[src/rtl/timer_pkg.sv]
// Shared constants, FSM state types and byte-strobe helpers for the AXI4 timer responder.
// Register offsets are decoded on address bits [4:0] only.
package timer_pkg;

  localparam logic [4:0] OFF_CNT_LO = 5'h00;
  localparam logic [4:0] OFF_CNT_HI = 5'h04;
  localparam logic [4:0] OFF_CMP_LO = 5'h08;
  localparam logic [4:0] OFF_CMP_HI = 5'h0C;
  localparam logic [4:0] OFF_CTRL   = 5'h10;
  localparam logic [4:0] OFF_STATUS = 5'h14;

  localparam logic [1:0] RESP_OKAY   = 2'b00;
  localparam logic [1:0] RESP_SLVERR = 2'b10;

  localparam logic [1:0] BURST_FIXED = 2'b00;
  localparam logic [1:0] BURST_INCR  = 2'b01;
  localparam logic [1:0] BURST_WRAP  = 2'b10;

  localparam logic [2:0] SIZE_WORD = 3'b010;

  typedef enum logic {R_IDLE, R_DATA} rd_state_t;
  typedef enum logic [1:0] {W_IDLE, W_DATA, W_RESP} wr_state_t;

  function automatic logic addr_err(input logic [4:0] off);
    return (off > OFF_STATUS) || (off[1:0] != 2'b00);
  endfunction

  function automatic logic [31:0] byte_merge(input logic [31:0] old_val,
                                             input logic [31:0] new_val,
                                             input logic [3:0]  strb);
    logic [31:0] merged;
    for (int i = 0; i < 4; i++) begin
      merged[i*8 +: 8] = strb[i] ? new_val[i*8 +: 8] : old_val[i*8 +: 8];
    end
    return merged;
  endfunction

endpackage

[src/rtl/timer_regs.sv]
// Timer register file: prescaled 64-bit counter, compare, control, status and interrupt.
// Reads are combinational; writes and counting take effect on the clock edge.
module timer_regs
  import timer_pkg::*;
#(
  parameter int PRESCALE = 1
) (
  input  logic        clk,
  input  logic        reset,
  input  logic [4:0]  i_raddr,
  output logic [31:0] o_rdata,
  output logic        o_rerr,
  input  logic        i_we,
  input  logic [4:0]  i_waddr,
  input  logic [31:0] i_wdata,
  input  logic [3:0]  i_wstrb,
  output logic        o_werr,
  output logic        o_irq
);

  localparam int PW = (PRESCALE > 1) ? $clog2(PRESCALE) : 1;
  localparam logic [PW-1:0] PRE_MAX = PW'(PRESCALE - 1);

  logic [63:0]   r_cnt;
  logic [63:0]   r_cmp;
  logic [PW-1:0] r_pre;
  logic [1:0]    r_ctrl;
  logic          r_pending;
  logic          r_irq;

  logic [63:0]   w_cnt_next;
  logic [63:0]   w_cmp_next;
  logic [PW-1:0] w_pre_next;
  logic [1:0]    w_ctrl_next;
  logic          w_pending_next;
  logic          w_inc;
  logic          w_set;
  logic          w_clr;

  always_comb begin
    w_inc       = r_ctrl[0] && (r_pre == PRE_MAX);
    w_pre_next  = r_pre;
    if (r_ctrl[0]) begin
      w_pre_next = w_inc ? '0 : r_pre + PW'(1);
    end
    w_cnt_next  = w_inc ? r_cnt + 64'd1 : r_cnt;
    w_cmp_next  = r_cmp;
    w_ctrl_next = r_ctrl;
    w_clr       = 1'b0;
    // A bus write to a counter half overrides that half's increment.
    if (i_we) begin
      case (i_waddr)
        OFF_CNT_LO: w_cnt_next[31:0]  = byte_merge(r_cnt[31:0], i_wdata, i_wstrb);
        OFF_CNT_HI: w_cnt_next[63:32] = byte_merge(r_cnt[63:32], i_wdata, i_wstrb);
        OFF_CMP_LO: w_cmp_next[31:0]  = byte_merge(r_cmp[31:0], i_wdata, i_wstrb);
        OFF_CMP_HI: w_cmp_next[63:32] = byte_merge(r_cmp[63:32], i_wdata, i_wstrb);
        OFF_CTRL:   w_ctrl_next       = i_wstrb[0] ? i_wdata[1:0] : r_ctrl;
        OFF_STATUS: w_clr             = i_wstrb[0] & i_wdata[0];
        default:    ;
      endcase
    end
    w_set          = r_ctrl[0] && (r_cnt >= r_cmp);
    w_pending_next = w_set | (r_pending & ~w_clr);
  end

  always_ff @(posedge clk) begin
    if (reset) begin
      r_cnt     <= '0;
      r_cmp     <= '1;
      r_pre     <= '0;
      r_ctrl    <= '0;
      r_pending <= 1'b0;
      r_irq     <= 1'b0;
    end else begin
      r_cnt     <= w_cnt_next;
      r_cmp     <= w_cmp_next;
      r_pre     <= w_pre_next;
      r_ctrl    <= w_ctrl_next;
      r_pending <= w_pending_next;
      r_irq     <= r_pending & r_ctrl[1];
    end
  end

  always_comb begin
    o_rerr = addr_err(i_raddr);
    case (i_raddr)
      OFF_CNT_LO: o_rdata = r_cnt[31:0];
      OFF_CNT_HI: o_rdata = r_cnt[63:32];
      OFF_CMP_LO: o_rdata = r_cmp[31:0];
      OFF_CMP_HI: o_rdata = r_cmp[63:32];
      OFF_CTRL:   o_rdata = {30'd0, r_ctrl};
      OFF_STATUS: o_rdata = {31'd0, r_pending};
      default:    o_rdata = 32'd0;
    endcase
  end

  assign o_werr = addr_err(i_waddr);
  assign o_irq  = r_irq;

endmodule

[src/rtl/axi4_timer_slave.sv]
// AXI4 responder for the timer: independent read and write channel FSMs in front of timer_regs.
// Burst-level errors (bad size, WRAP, bad start address) make every beat of the burst SLVERR.
module axi4_timer_slave
  import timer_pkg::*;
#(
  parameter int ID_WIDTH = 4,
  parameter int PRESCALE = 1
) (
  input  logic                clk,
  input  logic                reset,
  input  logic                ar_valid,
  output logic                ar_ready,
  input  logic [31:0]         ar_addr,
  input  logic [ID_WIDTH-1:0] ar_id,
  input  logic [7:0]          ar_len,
  input  logic [2:0]          ar_size,
  input  logic [1:0]          ar_burst,
  output logic                rd_valid,
  input  logic                rd_ready,
  output logic [31:0]         rd_data,
  output logic [ID_WIDTH-1:0] rd_id,
  output logic [1:0]          rd_resp,
  output logic                rd_last,
  input  logic                aw_valid,
  output logic                aw_ready,
  input  logic [31:0]         aw_addr,
  input  logic [ID_WIDTH-1:0] aw_id,
  input  logic [7:0]          aw_len,
  input  logic [2:0]          aw_size,
  input  logic [1:0]          aw_burst,
  input  logic                wd_valid,
  output logic                wd_ready,
  input  logic [31:0]         wd_data,
  input  logic [3:0]          wstrb,
  input  logic                wd_last,
  output logic                wr_valid,
  input  logic                wr_ready,
  output logic [1:0]          wr_breap,
  output logic [ID_WIDTH-1:0] wr_id,
  output logic                irq
);

  rd_state_t           r_rstate, w_rstate_next;
  logic [4:0]          r_raddr;
  logic [ID_WIDTH-1:0] r_rid;
  logic [7:0]          r_rlen;
  logic [7:0]          r_rcnt;
  logic [1:0]          r_rburst;
  logic                r_rberr;
  logic [31:0]         r_rd_data;
  logic [1:0]          r_rd_resp;

  wr_state_t           r_wstate, w_wstate_next;
  logic [4:0]          r_waddr;
  logic [ID_WIDTH-1:0] r_wid;
  logic [1:0]          r_wburst;
  logic                r_wberr;
  logic                r_werr_any;

  logic        w_ar_hs, w_rd_hs, w_aw_hs, w_wd_hs, w_wr_hs;
  logic        w_rd_last_beat;
  logic [4:0]  w_raddr_adv;
  logic [4:0]  w_reg_raddr;
  logic        w_ar_berr, w_aw_berr;
  logic        w_beat_rerr, w_beat_werr;
  logic [31:0] w_rdata;
  logic        w_rerr, w_werr;
  logic        w_reg_we;
  logic        w_unused;

  assign w_unused = ^{ar_addr[31:5], aw_addr[31:5], aw_len};

  assign w_ar_hs        = ar_valid & ar_ready;
  assign w_rd_hs        = rd_valid & rd_ready;
  assign w_aw_hs        = aw_valid & aw_ready;
  assign w_wd_hs        = wd_valid & wd_ready;
  assign w_wr_hs        = wr_valid & wr_ready;
  assign w_rd_last_beat = (r_rcnt == r_rlen);
  assign w_raddr_adv    = (r_rburst == BURST_INCR) ? r_raddr + 5'd4 : r_raddr;

  // The register port looks ahead to the beat about to be issued so data is captured at issue.
  assign w_reg_raddr = (r_rstate == R_IDLE) ? ar_addr[4:0] : w_raddr_adv;
  assign w_ar_berr   = (ar_size != SIZE_WORD) | (ar_burst == BURST_WRAP) | addr_err(ar_addr[4:0]);
  assign w_aw_berr   = (aw_size != SIZE_WORD) | (aw_burst == BURST_WRAP) | addr_err(aw_addr[4:0]);
  assign w_beat_rerr = ((r_rstate == R_IDLE) ? w_ar_berr : r_rberr) | w_rerr;
  assign w_beat_werr = r_wberr | w_werr;
  assign w_reg_we    = w_wd_hs & ~w_beat_werr;

  timer_regs #(
    .PRESCALE (PRESCALE)
  ) u_regs (
    .clk     (clk),
    .reset   (reset),
    .i_raddr (w_reg_raddr),
    .o_rdata (w_rdata),
    .o_rerr  (w_rerr),
    .i_we    (w_reg_we),
    .i_waddr (r_waddr),
    .i_wdata (wd_data),
    .i_wstrb (wstrb),
    .o_werr  (w_werr),
    .o_irq   (irq)
  );

  always_ff @(posedge clk) begin
    if (reset) r_rstate <= R_IDLE;
    else       r_rstate <= w_rstate_next;
  end

  always_comb begin
    w_rstate_next = r_rstate;
    case (r_rstate)
      R_IDLE:  if (w_ar_hs) w_rstate_next = R_DATA;
      R_DATA:  if (w_rd_hs && w_rd_last_beat) w_rstate_next = R_IDLE;
      default: w_rstate_next = R_IDLE;
    endcase
  end

  always_comb begin
    ar_ready = 1'b0;
    rd_valid = 1'b0;
    rd_last  = 1'b0;
    case (r_rstate)
      R_IDLE: ar_ready = ~reset;
      R_DATA: begin
        rd_valid = ~reset;
        rd_last  = ~reset & w_rd_last_beat;
      end
      default: ;
    endcase
  end

  always_ff @(posedge clk) begin
    if (reset) begin
      r_raddr   <= '0;
      r_rid     <= '0;
      r_rlen    <= '0;
      r_rcnt    <= '0;
      r_rburst  <= '0;
      r_rberr   <= 1'b0;
      r_rd_data <= '0;
      r_rd_resp <= RESP_OKAY;
    end else if (w_ar_hs) begin
      r_raddr   <= ar_addr[4:0];
      r_rid     <= ar_id;
      r_rlen    <= ar_len;
      r_rcnt    <= '0;
      r_rburst  <= ar_burst;
      r_rberr   <= w_ar_berr;
      r_rd_data <= w_beat_rerr ? 32'd0 : w_rdata;
      r_rd_resp <= w_beat_rerr ? RESP_SLVERR : RESP_OKAY;
    end else if (w_rd_hs && !w_rd_last_beat) begin
      r_raddr   <= w_raddr_adv;
      r_rcnt    <= r_rcnt + 8'd1;
      r_rd_data <= w_beat_rerr ? 32'd0 : w_rdata;
      r_rd_resp <= w_beat_rerr ? RESP_SLVERR : RESP_OKAY;
    end
  end

  assign rd_data = r_rd_data;
  assign rd_resp = r_rd_resp;
  assign rd_id   = r_rid;

  always_ff @(posedge clk) begin
    if (reset) r_wstate <= W_IDLE;
    else       r_wstate <= w_wstate_next;
  end

  // wd_last alone ends the burst; aw_len is deliberately not tracked.
  always_comb begin
    w_wstate_next = r_wstate;
    case (r_wstate)
      W_IDLE:  if (w_aw_hs) w_wstate_next = W_DATA;
      W_DATA:  if (w_wd_hs && wd_last) w_wstate_next = W_RESP;
      W_RESP:  if (w_wr_hs) w_wstate_next = W_IDLE;
      default: w_wstate_next = W_IDLE;
    endcase
  end

  always_comb begin
    aw_ready = 1'b0;
    wd_ready = 1'b0;
    wr_valid = 1'b0;
    case (r_wstate)
      W_IDLE:  aw_ready = ~reset;
      W_DATA:  wd_ready = ~reset;
      W_RESP:  wr_valid = ~reset;
      default: ;
    endcase
  end

  always_ff @(posedge clk) begin
    if (reset) begin
      r_waddr    <= '0;
      r_wid      <= '0;
      r_wburst   <= '0;
      r_wberr    <= 1'b0;
      r_werr_any <= 1'b0;
    end else if (w_aw_hs) begin
      r_waddr    <= aw_addr[4:0];
      r_wid      <= aw_id;
      r_wburst   <= aw_burst;
      r_wberr    <= w_aw_berr;
      r_werr_any <= 1'b0;
    end else if (w_wd_hs) begin
      r_waddr    <= (r_wburst == BURST_INCR) ? r_waddr + 5'd4 : r_waddr;
      r_werr_any <= r_werr_any | w_beat_werr;
    end
  end

  assign wr_breap = r_werr_any ? RESP_SLVERR : RESP_OKAY;
  assign wr_id    = r_wid;

endmodule
[config.mk]
export PLATFORM = sky130hd
export DESIGN_NAME = axi4_timer_slave
export DESIGN_NICKNAME = d
export VERILOG_FILES = /design/src/rtl/timer_pkg.sv /design/src/rtl/timer_regs.sv /design/src/rtl/axi4_timer_slave.sv
export SDC_FILE = /design/constraint.sdc
export NUM_CORES = 1
export LEC_CHECK = 0
export CAP_MARGIN = 30
export CORE_ASPECT_RATIO = 1.25
export CORE_UTILIZATION = 40
export CTS_CLUSTER_SIZE = 12
export DETAILED_ROUTE_END_ITERATION = 6
export GPL_ROUTABILITY_DRIVEN = 0
export PLACE_DENSITY = 0.75
export SYNTH_ARGS = -nofsm -noshare
export SYNTH_HDL_FRONTEND = slang
export SYNTH_HIERARCHICAL = 1
export SYNTH_SLANG_ARGS = --single-unit
[constraint.sdc]
create_clock -name clk -period 4.7 [get_ports clk]
set_clock_uncertainty 0.1 [all_clocks]
set_input_delay 1.41 -clock clk [delete_from_list [all_inputs] [get_ports clk]]
set_output_delay 1.41 -clock clk [all_outputs]
set_load 0.01 [all_outputs]
==> results of run 1 <==
==> stage by stage <==
| stage | power [mW] | area (sq um) | hold WS (ns) |
|---|---|---|---|
| after global placement | 2.34 | 13600 | 0.342 |
| final | 4.31 | 14400 | 0.354 |
| after detailed placement | 2.35 | 13600 | 0.349 |
| after global routing | 4.45 | 14400 | 0.379 |
| after CTS | 4.34 | 14400 | 0.357 |
| after floorplan | 2.14 | 12000 | 0.331 |
==> cell type report <==
class / instances / area (sq um) / share of cell area [%]
Inverter: 77 / 289 / 2.00
Tap cell: 396 / 495 / 3.43
Clock inverter: 9 / 156 / 1.08
Clock buffer: 33 / 684 / 4.74
Sequential cell: 210 / 4200 / 29.1
Antenna cell: 1 / 2.50 / 0.0173
Timing Repair Buffer: 159 / 1510 / 10.4
Multi-Input combinational cell: 1080 / 7110 / 49.2
==> worst paths after layout <==
path                    startpoint               end
setup / recovery             reset          wr_valid
hold / removal            wr_id[3]          wr_id[3]
setup reg to reg  u_regs/r_cnt[28]  u_regs/r_cnt[59]
hold reg to reg           wr_id[3]          wr_id[3]
==> sequential cells by signal (all words and copies together), names as in the netlist, 4 cells and up <==
register / count
r_rlen: 8
r_raddr: 5
u_regs/r_cmp: 64
u_regs/r_cnt: 64
r_rcnt: 8
rd_data: 32
r_waddr: 5
rd_id: 4
wr_id: 4
==> power breakdown <==
part           switching (mW)  internal (mW)
Sequential             0.0422           1.82
Clock                   0.763           1.23
Combinational           0.269          0.188
==> cell usage after synthesis (16+ instances only) <==
library cell / n
clkbuf_1: 76
nand3_1: 58
nor2_1: 67
and3_1: 19
a21oi_1: 67
mux2i_1: 46
o21ai_0: 76
ha_1: 68
a22oi_1: 31
inv_1: 76
a31oi_1: 26
xor2_1: 16
or3_1: 27
nand2_1: 211
a211oi_1: 20
a32o_1: 32
nand4_1: 33
nor3_1: 22
o211ai_1: 84
dfxtp_1: 210
==> worst max-delay path, cell delays in order <==
cell	delay, ns
buf_2	0.17
buf_4	0.24
nor3b_1	0.22
clkdlybuf4s50_1	0.57
==> metal layers <==
metal / global-route usage, % / vias up / share of wire, %
met4: 11.7 / 0 / 4.1
met2: 41.6 / 492 / 48
met5: 0 / - / 0
met3: 3.40 / 111 / 7.2
li1: - / 5595 / -
met1: 29.6 / 5638 / 40
==> kinds of logic (layout without fill, tap and decap cells) <==
kind of cell,Yosys count,in the layout,share of synthesized area (%)
and+or+nand+nor,537,537,23.0
buffers and inverters,172,278,5.80
muxes,51,51,4.41
other,1,3,0.0313
xor gates and xnor gates,22,22,1.61
adders and majority gates,68,68,7.10
DFF,210,210,35.1
AOI/OAI and AO/OA,400,400,23.0
==> summary.md, run 1 <==
| Metric | Value |
|---|---|
| Run status | finished clean |
| Instance count after placement with tap cells included | 1922 |
| Share of the core filled with cells in the final layout | 49.2% |
| Post-Synthesis Cells | 1461 |
| Commonest non-fill, non-tap cells in the layout | nand2_1, dfxtp_1, clkdlybuf4s50_1 |
| Core area | 29300 sq um |
| Total number of vias | 11800 |
| Vias in the first global route | 11400 |
| Number of max-slew violations in the final report | 0 |
| Via-to-Cell Ratio | 6.02 |
| Critical path startpoint category | primary input |
| # DRC | 0 |
| Antenna violations before repair | 0 |
| Number of rows created at floorplan | 70 |
| Count of flip-flops with a built-in enable after synthesis | 0 |
| Async set or reset register ratio after synthesis | 0% |
| Die area | 30700 sq um |
| Total number of yosys warnings | 6 |
| Final Setup Violations | 0 |
| RSZ-0062 raised after global routing | no |
| Setup slack, reg-to-reg | 1.63 ns |
| Actual slew at the worst max-slew pin | 0.736 ns |
| Post-CTS resize count | 0 |
| Share of cells above drive strength 1 | 6.51% |
| Remaining number of nets flagged by the antenna check after routing | 0 |
| Flop and latch count out of synthesis | 210 |
| Die width | 157 microns |
| Setup tns final | 0 ns |
| Worst endpoint required time | 3.19 ns |
| FMAX | 0.242 GHz |
| Average instance area after synthesis | 8.20 sq um |
| Total overflow reported by the global router | 0 |
| Number of maximum-capacitance violations | 0 |
| Sinks on Clock Net | 210 |
| Overall routing resource usage | 24.3% |
| Period utilisation layout | 87.8% |
| Synthesized area | 12000 sq um |
| Crit path DAT | 2.62 ns |
| Post-CTS Setup Inserts | 0 |
| Pin count of the biggest net entering global routing | 61 |
| Maximum fanout along the worst path | 22 |
| Cell taking the most area after synthesis | dfxtp_1 |
| Critical path capture point type | output port |
| Pwr Density | 299 nW/um^2 |
| Starting density of the core | 40.8% |
| Clock tree from TritonCTS | built |
| Setup slack after layout | 0.575 ns |
| Sequential area share after synthesis | 35.1% |
| Final-stage net count | 1762 |
| H-tree depth | 1 |
| Clock latency on the worst-skew pair | 0.54 ns |
| Yosys cell types | 80 |
| Inserted Clock Buffers | 24 |
| Root Driver | clkbuf_16 |
| Class of the most critical setup path | primary input to output port |
| Hold_buf cts | 0 |
| Count of input and output buffers | 128 |
| Drt wl/cell | 19.1 microns |
| Top-area cell type share of the netlist area | 35.1% |
| Chip height | 196 microns |
| Final Routed Wirelength | 37500 microns |
| Total I/O pin count | 193 |
| Cell depth of the worst min-delay path | 2 |
| Fin. Hold Viols | 0 |
| Global-route wire length before repair | 59800 microns |
| Max-Slew Margin vs Limit | 50.9% |
| Number of non-filler instances in the completed layout | 1965 |
| Most frequent standard cell in the layout excluding fill and tap cells | nand2_1 |
| Clock slew seen by the registers of the worst setup and hold paths | 0.06 ns |
| Worst voltage drop across the vdd grid | 0.202 mV |
| Violation count after the first detailed-routing iteration | 1138 |
| Detailed-placement wirelength estimate | 26900 microns |
| Predominant post-synthesis flop cell | dfxtp_1 |
| Relative area change from synthesis to final layout | 20.6% |
| Number of cells on the worst reg-to-reg path | 6 |
| Post-place setup slack | 0.504 ns |
| Maximum buffer depth of the clock tree | 3 |
| Leakage | 5.83 nW |
| Type of the worst min-delay path | register to register |
| Iteration count of the initial detailed-routing pass | 5 |
| Tmin final | 4.13 ns |
| Fillers | 2738 |
| Dominant cells by area after synthesis | dfxtp_1, ha_1, nand2_1 |
Note: power is estimated with default switching activity, not from simulation.
==> run 2: changes to the inputs <==
--- a/config.mk
+++ b/config.mk
@@ -5,13 +5,14 @@
 export SDC_FILE = /design/constraint.sdc
 export NUM_CORES = 1
 export LEC_CHECK = 0
-export CAP_MARGIN = 30
+export CAP_MARGIN = 5
 export CORE_ASPECT_RATIO = 1.25
 export CORE_UTILIZATION = 40
 export CTS_CLUSTER_SIZE = 12
 export DETAILED_ROUTE_END_ITERATION = 6
 export GPL_ROUTABILITY_DRIVEN = 0
 export PLACE_DENSITY = 0.75
+export SKIP_CTS_REPAIR_TIMING = 1
 export SYNTH_ARGS = -nofsm -noshare
 export SYNTH_HDL_FRONTEND = slang
 export SYNTH_HIERARCHICAL = 1
==> results of run 2 <==
The final DEF is identical to that of run 1; final timing and power are the same.
